<file path="src/rtl/oled_pkg.sv">
// Shared definitions for the OLED pixel streamer and the pixel renderers that feed it:
// frame geometry defaults, RGB565 colour type and the streamer FSM encoding.
package oled_pkg;

  localparam int OLED_WIDTH  = 96;
  localparam int OLED_HEIGHT = 64;
  localparam int RGB565_W    = 16;
  localparam int X_W         = 7;
  localparam int Y_W         = 6;

  typedef logic [RGB565_W-1:0] rgb565_t;

  typedef enum logic [1:0] {
    ST_IDLE  = 2'd0,
    ST_LOAD  = 2'd1,
    ST_SHIFT = 2'd2,
    ST_DONE  = 2'd3
  } oled_state_e;

  // Renderers build colours from 5/6/5-bit channels.
  function automatic rgb565_t rgb565_pack(input logic [4:0] r, input logic [5:0] g,
                                          input logic [4:0] b);
    return {r, g, b};
  endfunction

endpackage

</file>
<file path="src/rtl/oled_pixel_streamer_spi_shift16.sv">
// 16-bit MSB-first serializer, SPI mode 3: sclk idles high, each bit spends CLK_DIV
// cycles low (data changes here) then CLK_DIV cycles high (display samples on the rise).
module spi_shift16
  import oled_pkg::*;
#(
  parameter int CLK_DIV = 1
) (
  input  logic                clk,
  input  logic                reset_n,
  input  logic                load,
  input  logic [RGB565_W-1:0] data,
  output logic                sclk,
  output logic                mosi,
  output logic                bit_done,
  output logic [3:0]          bit_idx
);

  localparam int TW = (CLK_DIV > 1) ? $clog2(CLK_DIV) : 1;
  localparam logic [TW-1:0] T_LAST = TW'(CLK_DIV - 1);

  logic                active_q;
  logic                sclk_q;
  logic [RGB565_W-1:0] sr_q;
  logic [TW-1:0]       timer_q;
  logic [3:0]          bit_q;
  logic                phase_end;

  assign phase_end = (timer_q == T_LAST);
  assign bit_done  = active_q & sclk_q & phase_end;
  assign sclk      = sclk_q;
  assign mosi      = sr_q[RGB565_W-1];
  assign bit_idx   = bit_q;

  // The register shifts once more after bit 0, so mosi returns to 0 between words.
  always_ff @(posedge clk) begin
    if (!reset_n) begin
      active_q <= 1'b0;
      sclk_q   <= 1'b1;
      sr_q     <= '0;
      timer_q  <= '0;
      bit_q    <= '0;
    end else if (load) begin
      active_q <= 1'b1;
      sclk_q   <= 1'b0;
      sr_q     <= data;
      timer_q  <= '0;
      bit_q    <= 4'd15;
    end else if (active_q) begin
      if (!phase_end) begin
        timer_q <= timer_q + TW'(1);
      end else begin
        timer_q <= '0;
        if (!sclk_q) begin
          sclk_q <= 1'b1;
        end else begin
          sr_q <= {sr_q[RGB565_W-2:0], 1'b0};
          if (bit_q == 4'd0) begin
            active_q <= 1'b0;
          end else begin
            sclk_q <= 1'b0;
            bit_q  <= bit_q - 4'd1;
          end
        end
      end
    end
  end

endmodule

</file>
<file path="src/rtl/oled_pixel_streamer.sv">
// Streams one WIDTH x HEIGHT frame of RGB565 pixels to an OLED over SPI, asking an
// external renderer for each pixel by presenting (x,y) for one LOAD cycle.
module oled_pixel_streamer
  import oled_pkg::*;
#(
  parameter int WIDTH   = OLED_WIDTH,
  parameter int HEIGHT  = OLED_HEIGHT,
  parameter int CLK_DIV = 1
) (
  input  logic                clk,
  input  logic                reset_n,
  input  logic                frame_start,
  output logic [X_W-1:0]      x,
  output logic [Y_W-1:0]      y,
  input  logic [RGB565_W-1:0] oled_data,
  output logic                busy,
  output logic                frame_done,
  output logic                spi_cs_n,
  output logic                spi_sclk,
  output logic                spi_mosi,
  output logic                spi_dc,
  output oled_state_e         dbg_state
);

  localparam logic [X_W-1:0] X_LAST = X_W'(WIDTH - 1);
  localparam logic [Y_W-1:0] Y_LAST = Y_W'(HEIGHT - 1);

  oled_state_e    state_q;
  logic [X_W-1:0] x_q;
  logic [Y_W-1:0] y_q;
  logic           busy_q;
  logic           cs_n_q;
  logic           done_q;

  logic           shift_load;
  logic           bit_done;
  logic [3:0]     bit_idx;
  logic           word_done;

  assign shift_load = (state_q == ST_LOAD);
  assign word_done  = bit_done && (bit_idx == 4'd0);

  spi_shift16 #(
    .CLK_DIV (CLK_DIV)
  ) u_shift (
    .clk      (clk),
    .reset_n  (reset_n),
    .load     (shift_load),
    .data     (oled_data),
    .sclk     (spi_sclk),
    .mosi     (spi_mosi),
    .bit_done (bit_done),
    .bit_idx  (bit_idx)
  );

  // frame_done is raised on the edge leaving DONE, so it is seen in the first idle
  // cycle; a frame_start held through that cycle begins the next frame immediately.
  always_ff @(posedge clk) begin
    if (!reset_n) begin
      state_q <= ST_IDLE;
      x_q     <= '0;
      y_q     <= '0;
      busy_q  <= 1'b0;
      cs_n_q  <= 1'b1;
      done_q  <= 1'b0;
    end else begin
      done_q <= 1'b0;
      unique case (state_q)
        ST_IDLE: begin
          if (frame_start) begin
            state_q <= ST_LOAD;
            x_q     <= '0;
            y_q     <= '0;
            busy_q  <= 1'b1;
            cs_n_q  <= 1'b0;
          end
        end
        ST_LOAD: state_q <= ST_SHIFT;
        ST_SHIFT: begin
          if (word_done) begin
            if (x_q < X_LAST) begin
              x_q     <= x_q + X_W'(1);
              state_q <= ST_LOAD;
            end else if (y_q < Y_LAST) begin
              x_q     <= '0;
              y_q     <= y_q + Y_W'(1);
              state_q <= ST_LOAD;
            end else begin
              state_q <= ST_DONE;
            end
          end
        end
        ST_DONE: begin
          state_q <= ST_IDLE;
          done_q  <= 1'b1;
          busy_q  <= 1'b0;
          cs_n_q  <= 1'b1;
          x_q     <= '0;
          y_q     <= '0;
        end
        default: state_q <= ST_IDLE;
      endcase
    end
  end

  // Every word is pixel data; command bytes are sent by other logic.
  assign spi_dc     = 1'b1;
  assign x          = x_q;
  assign y          = y_q;
  assign busy       = busy_q;
  assign frame_done = done_q;
  assign spi_cs_n   = cs_n_q;
  assign dbg_state  = state_q;

endmodule

</file>
<file path="config.mk">
export PLATFORM = sky130hd
export DESIGN_NAME = oled_pixel_streamer
export DESIGN_NICKNAME = d
export VERILOG_FILES = /design/src/rtl/oled_pkg.sv /design/src/rtl/oled_pixel_streamer_spi_shift16.sv /design/src/rtl/oled_pixel_streamer.sv
export SDC_FILE = /design/constraint.sdc
export NUM_CORES = 1
export LEC_CHECK = 0
export CORE_MARGIN = 10
export CORE_UTILIZATION = 57
export CTS_BUF_LIST = sky130_fd_sc_hd__clkbuf_8
export DETAILED_ROUTE_END_ITERATION = 6
export HOLD_SLACK_MARGIN = 0.05
export MAX_ROUTING_LAYER = met4
export PLACE_DENSITY_LB_ADDON = 0.05
export SLEW_MARGIN = 30
export SYNTH_ARGS = -nofsm -noshare
export SYNTH_HDL_FRONTEND = slang
export SYNTH_HIERARCHICAL = 1
export SYNTH_SLANG_ARGS = --single-unit
</file>
<file path="constraint.sdc">
create_clock -name clk -period 3.15 [get_ports clk]
set_clock_uncertainty 0.1 [all_clocks]
set_input_delay 0.63 -clock clk [delete_from_list [all_inputs] [get_ports clk]]
set_output_delay 0.63 -clock clk [all_outputs]
set_load 0.01 [all_outputs]
</file>
==> results.toml <==
[power]
leakage_nw = 0.9366
powerDensity_nw_per_um2 = 458.1
ir_worst_vdd_mv = 0.3955

[yosys]
synth_fp_nets = 244
synth-xor-area-share_pct = 0
synth-seq-cells = 40
yosysWarnings = 6
synth.top_cell.area_share_pct = 41.16
synth_cell_types = 49
synth-compound-area-share_pct = 22.12
synth_edf_count = 0
synthSimpleGateAreaFrac_pct = 19.68
synthAdderAreaFrac_pct = 1.929
synth_top_family_by_area = "compound AO/OA/AOI/OAI gates"
synth_area_leaders = "dfxtp_1 41%, mux2i_1 8.2%, a21oi_1 6.9%"
synth_area_um2 = 1946
synth_ff_type = "dfxtp_1"
muxShareOfSynthArea_pct = 8.232
syn_avg_cell_area_um2 = 8.764
yosys.area.top_type = "dfxtp_1"
ys_seq_area_share_pct = 41.16
syn_inst = 222
async_flop_share_pct = 0

[cts]
numCtsBuffers = 5
clkSinkCount = 40
cts_tree = "built"
post-cts-setup-buffers = 0
hold_buffers = 0
clk_pin_slew_ns = 0.08
clockBufferDepth = 2
cts_resized = 0
cts_max_level = 2
clkLatencyLatePin_ns = 0.29
root_buffer = "clkbuf_8"

[route]
wire_per_inst_um = 13.72
ant_nets = 0
vias = 1730
first_iter_violations = 79
via_per_inst = 5.654
dr.pass1.iters = 4
wl_um = 4199
drc_errors = 0

[worst_setup_path]
path_max_fanout = 10
startpoint_type = "input pin"
endpoint_kind = "flip-flop"
arrival_ns = 2.42
critical_path_required_ns = 3.28
path_class = "in2reg"

[global_routing]
grt_pass1_vias = 1618
antenna_found_initial = 0
grt_pass1_wl_um = 7196
grt_use_met1_pct = 16.20
gr-total-overflow = 0
grt_start_max_net_pins = 36
grt_use_met3_pct = 4.897
grt-busiest-layer = "met2"
gr-usage-all-layers_pct = 14.18
grt_util_met2_pct = 22.62

[final_layout]
final_layout_size_suffix_gt1_share_pct = 7.692
n_fill_cell = 284
final_util_pct = 72.83
fin_nets = 281
n_antenna_cell = 0
area_growth_pct = 23.92

[timing]
period_share_pct = 72.66
setup_tns_ns = 0
relSlewSlack_pct = 42.10
tightest_slew_ns = 0.8675
finalSetupViolCount = 0
fin_crit_ns = 2.289
slew_viol_final = 0
rsz0062_at_grt = "no"
fmax_mhz = 436.9
hold_viol_final = 0

[job]
maxCapViolations = 0

[outcome]
status = "finished clean"

[floorplanning]
die_area_um2 = 6150
start_util_pct = 58.77
fp.coreArea_um2 = 3311
die_width_um = 78.43
rows = 21
dieHeight_um = 78.43
io_pins = 40

[placed_design]
hpwl_um = 3065
numPortBuffers = 38
routabilityCongestion = 0.8596

[worst_hold_path]
min_path_type = "reg2reg"
[registers in the layout, summed over array words and instances, names as in the netlist]
name / count
frame_done: 1
busy: 1
y: 6
u_shift/sclk: 1
dbg_state: 2
x: 7
u_shift/sr_q: 16
u_shift/active_q: 1
spi_cs_n: 1
u_shift/bit_idx: 4
[critical path: stages]
cell             delay, ns
clkdlybuf4s50_1       0.49
nor3b_1               0.25
a311oi_1              0.14
a21o_1                0.31
or4_1                 0.49
a21boi_1              0.12
[per-layer routing]
metal	share of wire [%]	up-vias
li1	-	890
met1	46	786
met2	47	47
met3	5.7	7
met4	1.3	0
met5	0	-
[synthesized netlist by cell type, drive strengths merged (2+ instances only)]
cell,count
or4,2
o22ai,5
or3,4
nand2,19
a31oi,4
mux2i,16
clkbuf,4
o31ai,2
o21ai,24
dfxtp,40
buf,7
nor4,2
ha,3
nand4,3
nor2b,3
inv,8
nor2,8
and3,4
nand3,8
nor3b,4
and2b,2
a311oi,3
a21oi,27
[logic make-up (layout without fill, tap and decap cells)]
| family | count (synthesis) | count (layout) |
|---|---|---|
| compound gates | 74 | 74 |
| buf+inv | 20 | 58 |
| simple gates | 68 | 68 |
| mux | 16 | 16 |
| flops | 40 | 40 |
| fa+ha+maj | 3 | 3 |
| other cells | 1 | 1 |
[area by class of cell]
| cell class | instances | area (um2) | area share (%) |
|---|---|---|---|
| Clock buffer | 6 | 82.58 | 3.425 |
| Clock inverter | 2 | 15.01 | 0.6227 |
| Inverter | 8 | 30.03 | 1.245 |
| Multi-Input combinational cell | 162 | 1015 | 42.09 |
| Sequential cell | 40 | 800.8 | 33.21 |
| Tap cell | 46 | 57.56 | 2.387 |
| Timing Repair Buffer | 42 | 410.4 | 17.02 |
[layout by cell type (no fill, tap or decap), types with 4 or more instances in the layout]
cell / synthesis / layout
dfxtp_1: 40 / 40
clkdlybuf4s50_1: 0 / 38
a21oi_1: 27 / 27
o21ai_0: 23 / 23
nand2_1: 19 / 19
mux2i_1: 16 / 16
nand3_1: 8 / 8
inv_1: 8 / 8
nor2_1: 8 / 8
clkbuf_8: 1 / 6
o22ai_1: 5 / 5
nor3b_1: 4 / 4
buf_4: 2 / 4
a31oi_1: 4 / 4
[power by group]
part | leakage, nW | switching (mW) | total, mW | internal, mW
Clock | 0.0434 | 0.181 | 0.358 | 0.177
Combinational | 0.567 | 0.0931 | 0.184 | 0.0913
Sequential | 0.327 | 0.0247 | 0.562 | 0.537
[stage by stage]
step | area, um2 | total power, mW | instances | worst slack (ns) | hold WS [ns]
floorplan | 1946 | 0.6996 | 222 | 1.080 | 0.3472
global placement | 2313 | 0.7549 | 298 | 0.5901 | 0.3745
detailed placement | 2313 | 0.7579 | 298 | 0.5508 | 0.3942
CTS | 2411 | 1.114 | 306 | 0.8649 | 0.4057
global route | 2411 | 1.160 | 306 | 0.7413 | 0.4423
finish | 2411 | 1.104 | 306 | 0.8611 | 0.4060
[worst paths after layout]
path / from / end / slack [ns] / cells past startpoint
hold reg to reg: u_shift/sr_q[0] / u_shift/sr_q[0] / 0.41 / 2
setup reg to reg: y[0] / y[0] / 1.07 / 6
hold / removal: u_shift/sr_q[0] / u_shift/sr_q[0] / 0.41 / 2
setup / recovery: frame_start / y[0] / 0.86 / 6
Note: power is estimated with default switching activity, not from simulation.
